--- config.mk ---
export PLATFORM = sky130hd
export DESIGN_NAME = shift_add_datapath
export DESIGN_NICKNAME = d
export VERILOG_FILES = /design/src/rtl/shift_add_datapath.sv
export SDC_FILE = /design/constraint.sdc
export NUM_CORES = 1
export LEC_CHECK = 0
export ABC_AREA = 1
export BUFFER_PORTS_ARGS = -buffer_cell sky130_fd_sc_hd__buf_2
export CELL_PAD_IN_SITES_DETAIL_PLACEMENT = 1
export CELL_PAD_IN_SITES_GLOBAL_PLACEMENT = 1
export CORE_UTILIZATION = 39
export CTS_CLUSTER_SIZE = 8
export DETAILED_ROUTE_END_ITERATION = 10
export PLACE_DENSITY = 0.9
export SETUP_SLACK_MARGIN = 0.1
export SLEW_MARGIN = 20
export SYNTH_ARGS = -nofsm -noshare
export SYNTH_HDL_FRONTEND = slang
export SYNTH_SLANG_ARGS = --single-unit
--- constraint.sdc ---
create_clock -name clk -period 2.1 [get_ports clk]
set_input_delay 0.105 -clock clk [delete_from_list [all_inputs] [get_ports clk]]
set_output_delay 0.105 -clock clk [all_outputs]
set_load 0.05 [all_outputs]
--- src/rtl/shift_add_datapath.sv ---
// Shift-add multiplier datapath stepped by external controller strobes; product = {A,Q}.
// Optional protocol checker enabled by defining SHIFT_ADD_DATAPATH_CHECK_EN.
module shift_add_datapath #(
  parameter int WIDTH = 8
) (
  input  logic               clk,
  input  logic               rst,
  input  logic               start,
  input  logic [WIDTH-1:0]   multiplicand,
  input  logic [WIDTH-1:0]   multiplier,
  input  logic               Load_regs,
  input  logic               Add_regs,
  input  logic               Shift_regs,
  input  logic               Decre_P,
  input  logic               ready,
  output logic               pulso,
  output logic               zero,
  output logic               busy,
  output logic               done,
  output logic [2*WIDTH-1:0] product,
  output logic               err
);
  localparam int PW = $clog2(WIDTH + 1);
  localparam logic [1:0] IDLE = 2'd0;
  localparam logic [1:0] RUN  = 2'd1;
  localparam logic [1:0] DONE = 2'd2;
  localparam logic [PW-1:0] P_INIT = PW'(WIDTH);

  logic [1:0]       state;
  logic             c;
  logic [WIDTH-1:0] a;
  logic [WIDTH-1:0] q;
  logic [WIDTH-1:0] m;
  logic [PW-1:0]    p;
  logic [WIDTH:0]   sum;
  logic             run;

  assign sum   = {1'b0, a} + {1'b0, m};
  assign run   = (state == RUN);
  assign pulso = q[0];
  assign zero  = (p == '0);
  assign busy  = run;

  always_ff @(posedge clk) begin
    if (!rst) begin
      state   <= IDLE;
      c       <= 1'b0;
      a       <= '0;
      q       <= '0;
      m       <= '0;
      p       <= '0;
      product <= '0;
      done    <= 1'b0;
    end else begin
      done <= 1'b0;
      case (state)
        IDLE, DONE: begin
          if (start) begin
            m     <= multiplicand;
            q     <= multiplier;
            a     <= '0;
            c     <= 1'b0;
            p     <= P_INIT;
            state <= RUN;
          end
        end
        RUN: begin
          // add takes priority; a simultaneous shift is dropped
          if (Add_regs) begin
            {c, a} <= sum;
          end else if (Shift_regs) begin
            {c, a, q} <= {1'b0, c, a, q[WIDTH-1:1]};
          end
          if (Decre_P && (p != '0)) begin
            p <= p - 1'b1;
          end
          if (ready) begin
            state   <= DONE;
            done    <= 1'b1;
            product <= {a, q};
          end
        end
        default: state <= IDLE;
      endcase
    end
  end

`ifdef SHIFT_ADD_DATAPATH_CHECK_EN
  logic [2:0] n_seq;
  logic       viol;
  logic       err_q;

  always_comb begin
    n_seq = {2'b00, Load_regs} + {2'b00, Shift_regs} + {2'b00, Decre_P} + {2'b00, ready};
    viol  = run && ((Add_regs && Shift_regs) || (n_seq > 3'd1) ||
                    (Decre_P && (p == '0)) || (ready && (p != '0)));
  end

  always_ff @(posedge clk) begin
    if (!rst) begin
      err_q <= 1'b0;
    end else if (viol) begin
      err_q <= 1'b1;
    end
  end

  assign err = err_q;
`else
  assign err = 1'b0;
`endif
endmodule

Word level (Yosys, flattened, before mapping)
Cells that the tools add are included.
- register bits: 48
- logic and storage cells: 50
- input port bits: 24
- equality and inequality tests: 8
- add/subtract/negate cells: 2
- multiplexer cells: 19
- reductions and logical operators: 13
- operators with widths (operator ; count):
    two-way mux 8 bit ; 6
    case mux 8 bit (2 select lines) ; 2
    adder 8 x 8 -> 9 bit ; 1
    two-way mux 4 bit ; 2
    inequality test 2 bit, second input constant ; 4
    case mux 4 bit (2 select lines) ; 1
    AND reduction 2 bit ; 4
    AND reduction 3 bit ; 2
    zero test 4 bit ; 1
    two-way mux 1 bit ; 4
    two-way mux 2 bit ; 2
    case mux 2 bit (2 select lines) ; 1
    AND reduction 4 bit ; 1
    nonzero test 4 bit ; 1
    subtractor 4 x 1 -> 4 bit, second input constant ; 1
    inequality test 3 bit, second input constant ; 1
    == test 2 x 1 -> 1 bit, second input constant ; 1
    == test 2 bit, second input constant ; 1
    zero test 2 bit ; 1
    inequality test 2 x 1 -> 1 bit, second input constant ; 1
    case mux 1 bit (2 select lines) ; 1
    nonzero test 2 bit ; 1
    OR reduction 2 bit ; 1
    logical AND 1 bit ; 1

Depth between registers and ports, before layout
Gate-level depths: netlist of run 1.
- depth in word-level cells: 4
- gate-level depth with buffers: 12
- mapped depth without buffers: 12

Worst setup path before layout of run 1
Ideal clock, no wire load.
- kind: reg-to-reg
- start point: register p[0]
- end point: register p[2]
- data required time: 1981 ps
- data arrival time: 1780 ps
- library setup time: 119 ps
- setup slack: 200 ps
- cell stages (with the launch flop): 9
- buffers on the path: 0
- cell sequence: dfxtp_1 inv_1 ha_1 nand2_1 nor2_1 or2_4 nand2_4 a21oi_1 nor3_2
- word-level cells in the longest chain between the ends: 4
- RTL lines (item ; RTL line ; RTL):
    start, declared ; 34 ; logic [PW-1:0] p;
    start signal, assigned ; 75 ; p <= p - 1'b1;
    branches (longest 4 deep; another with subtractor 4 x 1 -> 4 bit) ; n/a ;
Parallel ways; which one is timed is not known. The select of a mux whose other input is x is not followed.
A chain may end at the register's enable or synchronous reset.

Final worst setup path of run 1
- start point: register a[0]
- end point: register a[4]
- word-level cells in the longest chain between the ends: 3
- RTL lines (item ; RTL line ; RTL):
    start, declared ; 31 ; logic [WIDTH-1:0] a;
    start signal, assigned ; 70 ; {c, a} <= sum;
    start signal, assigned ; 72 ; {c, a, q} <= {1'b0, c, a, q[WIDTH-1:1]};
    adder 8 x 8 -> 9 bit ; 38 ; assign sum = {1'b0, a} + {1'b0, m};
    two-way mux 8 bit ; 69 ; if (Add_regs) begin
    case mux 8 bit (2 select lines) ; 56 ; case (state)
Every way passes these cells.

==> impl_metrics.tcl, run 1 <==
set metrics [dict create \
    grt_pass1_vias 2165 \
    htree_levels 2 \
    worst_slew_pin_slew_ns 0.534 \
    finalWirelength_mm 6.33 \
    die_y_um 79.3 \
    finalCriticalPeriod_ns 1.81 \
    cts_tree "built" \
    place_inst 427 \
    ir_worst_vdd_mv 0.446 \
    antenna_found_initial 0 \
    hold_viol 0 \
    slew_headroom_pct 64.3 \
    holdWs_ns 0.0157 \
    synthTopCellsByArea "dfxtp_1, nand2_1, nor2_1, o21ai_0, ha_1" \
    num-fill-cells 747 \
    clk_latency_ns 0.32 \
    ys_ff_latch 48 \
    start_util_pct 41.3 \
    synth_top_area_share_pct 41.3 \
    cts.sinks 48 \
    antenna_left 0 \
    cap_violations 0 \
    port_buffers 42 \
    fin_nets 397 \
    die_w_um 79.3 \
    synth.net_count 359 \
    area_growth_pct 14.8 \
    cts_buffers 5 \
    ys_warn_count 0 \
    dr.first_iter.drc_count 85 \
    hold_path_class "in -> reg" \
    dp_worst_setup_slack_ns 0.227 \
    track_usage_pct 21.1 \
    critPathLaunch "a[0]$_SDFFE_PN0P_" \
    power.density_mw_per_mm2 735 \
    critPathMaxFanout 4 \
    num_vias 2221 \
    syn_inst 324 \
    place.gp.congestion 0.820 \
    clk_pin_slew_ns 0.09 \
    setup_tns_ns 0 \
    ys_seq_area_share_pct 41.3 \
    netlist_area_mm2 0.00233 \
    ios 45 \
    synth_cell_type_count 33 \
    max_freq_mhz 553 \
    fin_worst_skew_ns 0.00560 \
    start_kind "flip-flop" \
    grt-ovfl-total 0 \
    grt_first_pass_wirelength_mm 10.1 \
    cts-root-buf "clkbuf_8" \
    path_class "reg -> reg" \
    reg2regPathDepth 11 \
    crit_end "a[4]$_SDFFE_PN0P_" \
    vias_per_cell 5.11 \
    power.leakage_nw 1.30 \
    wl_per_cell_um 14.6 \
    rsz0062_at_grt "false" \
    grt_max_degree 36 \
    slew_viol_final 0 \
    setup_slack_ns 0.293 \
    outcome "completed" \
    fin_cells 435 \
    drive_gt1_share_pct 22.0 \
    drc 0 \
    worstPathRequired_ns 2.35 \
    hpwl_mm 4.43 \
    synth_top_cell_by_area "dfxtp_1" \
    rrSetupSlack_ns 0.29 \
    post_cts_buffers 0 \
    period_share_pct 86.0 \
    die_area_mm2 0.00628 \
    dr.pass1.iters 4 \
    clockBufferDepth 2 \
    diodes 0 \
    synth_area_per_cell_um2 7.19 \
    num_rows 27 \
    setup_viol 0 \
    core_area_mm2 0.00564 \
    endpoint_kind "flip-flop" \
    r2r_end "a[4]$_SDFFE_PN0P_" \
    arrival_ns 2.05 \
    r2r-start "a[0]$_SDFFE_PN0P_" \
]
==> through the flow <==
step	power (mW)	util [%]	instance area, µm²
floorplan	1.30	-	2330
global placement	1.38	45.6	2570
detailed placement	1.39	45.6	2570
CTS	1.97	47.3	2670
global route	2.05	47.4	2670
finish	1.96	47.4	2670
==> synthesized netlist by cell type <==
| library cell | count |
|---|---|
| nor3_2 | 1 |
| or2_4 | 1 |
| nand3_1 | 18 |
| xor2_1 | 1 |
| nand2_2 | 6 |
| a21oi_1 | 20 |
| clkbuf_2 | 1 |
| o31ai_1 | 1 |
| nor2_4 | 2 |
| nand3b_1 | 2 |
| buf_6 | 1 |
| clkinv_1 | 1 |
| conb_1 | 1 |
| ha_1 | 10 |
| buf_2 | 4 |
| nand2_1 | 79 |
| o21ai_0 | 29 |
| fa_1 | 1 |
| inv_1 | 18 |
| nand2_4 | 2 |
| nor2_1 | 48 |
| inv_2 | 4 |
| or2_2 | 4 |
| a31oi_1 | 8 |
| o21ai_2 | 2 |
| clkinv_4 | 1 |
| clkbuf_1 | 4 |
| buf_4 | 2 |
| buf_1 | 1 |
| nor3_1 | 1 |
| clkinv_2 | 1 |
| nor2_2 | 1 |
| dfxtp_1 | 48 |
==> critical path: stages, from the launching register on <==
cell	delay, ns
dfxtp_2	0.36
ha_2	0.19
inv_1	0.05
fa_2	0.34
inv_1	0.07
nand2_1	0.05
nand2_1	0.07
nand2_1	0.08
or2_2	0.28
nand3_1	0.07
nand2_1	0.05
a21oi_1	0.12
==> where the power goes <==
part | switching (mW) | leakage [nW] | internal, mW
clock | 0.322 | 0.0510 | 0.263
sequential | 0.0378 | 0.393 | 0.964
combinational | 0.265 | 0.853 | 0.111
total | 0.626 | 1.30 | 1.34
==> metal layers <==
| layer | share of wire (%) | wire (µm) | track usage [%] | up-vias |
|---|---|---|---|---|
| met4 | 1.9 | 122 | 8.55 | 0 |
| met1 | 47 | 2940 | 26.6 | 1054 |
| met3 | 3.3 | 207 | 3.33 | 10 |
| met5 | 0 | 0 | 0 | - |
| li1 | - | - | - | 1115 |
| met2 | 48 | 3060 | 35.8 | 42 |
==> state kept, by name (all words and copies together), names as in the netlist <==
register  cells
done          1
a             8
state         2
m             8
p             4
q             8
c             1
product      16
==> repair_timing <==
item,CTS,global route
resized for setup,0,3
hold buffers,0,0
setup endpoints to repair,0,1
==> worst min path at each step <==
stage                from                     to  slack, ns  cells past startpoint
floorplan           start  state[1]$_SDFFE_PN0P_       0.21                      1
global placement    start  state[1]$_SDFFE_PN0P_       0.33                      2
detailed placement  start  state[1]$_SDFFE_PN0P_       0.35                      2
CTS                 start  state[1]$_SDFFE_PN0P_       0.01                      2
global route        start  state[1]$_SDFFE_PN0P_       0.03                      2
finish              start  state[1]$_SDFFE_PN0P_       0.02                      2
==> layout make-up <==
class | instances | area (µm²) | area share [%]
clock buffer | 6 | 82.6 | 3.09
clock inverter | 2 | 10.0 | 0.375
inverter | 25 | 100 | 3.75
multi-input combinational | 238 | 1200 | 45.0
sequential | 48 | 962 | 36.0
tap | 72 | 90.1 | 3.37
timing repair buffer | 44 | 225 | 8.43
==> cell usage in the layout, fill, tap and decap left out, types with 6 or more instances in the layout <==
cell type  instances
a31oi_1            8
nor2_1            48
buf_2             42
o21ai_0           29
inv_1             18
clkbuf_8           6
a21oi_1           20
nand3_1           18
nand2_1           79
ha_1               9
dfxtp_1           47
nand2_2            6
==> cell families after synthesis <==
group / after synthesis / share of synthesized area, %
compound gates: 60 / 13.8
xor+xnor: 1 / 0.376
fa+ha+maj: 11 / 6.23
buf+inv: 38 / 7.31
flops: 48 / 41.3
other cells: 1 / 0.161
simple gates: 165 / 30.9
Note: power is estimated with default switching activity, not from simulation.
==> run 2: changes to the inputs <==
==> constraint.sdc (replaced) <==
create_clock -name clk -period 2.1 [get_ports clk]
set_input_delay 0.315 -clock clk [delete_from_list [all_inputs] [get_ports clk]]
set_output_delay 0.315 -clock clk [all_outputs]
set_load 0.05 [all_outputs]
==> impl_metrics.tcl, run 2 (same netlist as run 1, synthesis figures left out) <==
set metrics [dict create \
    cts-root-buf "clkbuf_8" \
    clk_latency_ns 0.31 \
    antenna_found_initial 0 \
    crit_buf_inv 2 \
    hold_viol 0 \
    wl_per_cell_um 14.9 \
    post-route-util_pct 48.0 \
    max_freq_mhz 549 \
    die_y_um 79.3 \
    power.leakage_nw 1.31 \
    cts.sinks 48 \
    ir_worst_vdd_mv 0.373 \
    layout_common_cells "nand2_1, nor2_1, dfxtp_1" \
    cts_buffers 5 \
    diodes 0 \
    track_usage_pct 22.2 \
    die_area_mm2 0.00628 \
    cts_tree "built" \
    layout_commonest_cell "nand2_1" \
    grt_first_pass_wirelength_mm 10.8 \
    max_stage_delay_ns 0.36 \
    slew_headroom_pct 63.2 \
    drive_gt1_share_pct 22.7 \
    critPathMaxFanout 3 \
    place.gp.congestion 0.819 \
    grt_pass1_vias 2326 \
    power.density_mw_per_mm2 761 \
    num_vias 2269 \
    core_area_mm2 0.00564 \
    cp_common_cell "nand2_1" \
    slew_viol_final 0 \
    ios 45 \
    endpoint_kind "flip-flop" \
    start_kind "flip-flop" \
    vias_per_cell 5.19 \
    rsz0062_at_grt "false" \
    fin_nets 399 \
    area_growth_pct 16.3 \
    multi_input_area_mm2 0.00120 \
    worstPathRequired_ns 2.34 \
    outcome "completed" \
    hold_path_class "in -> reg" \
    setup_viol 0 \
    worst_slew_pin_slew_ns 0.552 \
    cp_cell_sequence "ha_2 -> inv_1 -> fa_2 -> inv_1 -> nand2_1 -> nand2_1 -> nand2_1 -> or2_2 -> nand3_1 -> nand2_1 -> a21oi_1" \
    die_w_um 79.3 \
    largest_reg_flops 16 \
    finalCriticalPeriod_ns 1.82 \
    slowest_stage "fa_2" \
    setup_tns_ns 0 \
    antenna_left 0 \
    hpwl_mm 4.73 \
    start_util_pct 41.3 \
    ff_latch_area_um2 963 \
    dr.pass1.iters 5 \
    fin_worst_skew_ns 0.0112 \
    port_buffers 42 \
    num_rows 27 \
    largest-register "product" \
    hold_buffers 0 \
    dr.first_iter.drc_count 74 \
    grt-ovfl-total 0 \
    period_share_pct 86.7 \
    finalWirelength_mm 6.52 \
    cap_violations 0 \
    clockBufferDepth 2 \
    path_class "reg -> reg" \
    clk_pin_slew_ns 0.09 \
    drc 0 \
    crit_family "simple AND/OR/NAND/NOR gates" \
    grt_max_degree 21 \
    htree_levels 2 \
    arrival_ns 2.06 \
    num-fill-cells 756 \
]
[run 2: cell count changes in the layout (fill, tap and decap cells not counted)]
cell	delta
buf_4	+2
clkinv_2	-1
clkinvlp_4	+1
dfxtp_1	-1
clkbuf_8	-1
bufinv_16	+1
dfxtp_2	+1
[run 2: worst paths after layout]
path,cells past startpoint,startpoint,slack (ns),to
worst min register to register,1,p[0]$_SDFFE_PN0P_,0.44,p[0]$_SDFFE_PN0P_
worst max-delay path,11,a[0]$_SDFFE_PN0P_,0.28,a[4]$_SDFFE_PN0P_
worst min-delay path,2,start,0.25,state[1]$_SDFFE_PN0P_
worst max register to register,11,a[0]$_SDFFE_PN0P_,0.28,a[4]$_SDFFE_PN0P_
[run 2: layout make-up]
cell class,instances,area share (%)
timing repair buffer,46,8.87
inverter,25,3.70
clock inverter,3,1.57
clock buffer,5,2.54
tap,72,3.33
multi-input combinational,238,44.4
sequential,48,35.6
[run 2: metrics by stage]
stage / std cells / setup WS [ns] / hold WS, ns / total power, mW / instance area [µm²]
after floorplan: 324 / 0.200 / 0.403 / 1.30 / 2330
after global placement: 428 / 0.280 / 0.413 / 1.38 / 2580
after detailed placement: 428 / 0.194 / 0.434 / 1.40 / 2580
after CTS: 436 / 0.170 / 0.237 / 2.08 / 2690
after global routing: 437 / 0.125 / 0.240 / 2.16 / 2710
final: 437 / 0.278 / 0.247 / 2.06 / 2710
[run 2: worst reg2reg max path, delay by kind of cell (launching register included)]
family | cells | cell delay, ns
simple gates | 6 | 0.60
fa+ha+maj | 2 | 0.54
flops | 1 | 0.35
compound gates | 1 | 0.13
buf+inv | 2 | 0.12
[run 2: per-layer routing]
metal | vias up | wire length, µm | global-route usage (%)
met5 | - | 0 | 0
met4 | 0 | 157 | 8.91
met3 | 18 | 207 | 4.14
met2 | 51 | 3200 | 37.8
met1 | 1076 | 2950 | 27.4
li1 | 1124 | - | -
[run 2: what timing repair did]
action | CTS | global route
endpoints found under the hold margin | 0 | 0
resized for setup | 0 | 4
setup endpoints to repair | 0 | 1
buffers inserted | 0 | 1
[run 2: power breakdown]
| part | internal [mW] | switching (mW) |
|---|---|---|
| logic | 0.113 | 0.267 |
| registers | 0.964 | 0.0368 |
| clock network | 0.353 | 0.327 |
| total | 1.43 | 0.631 |
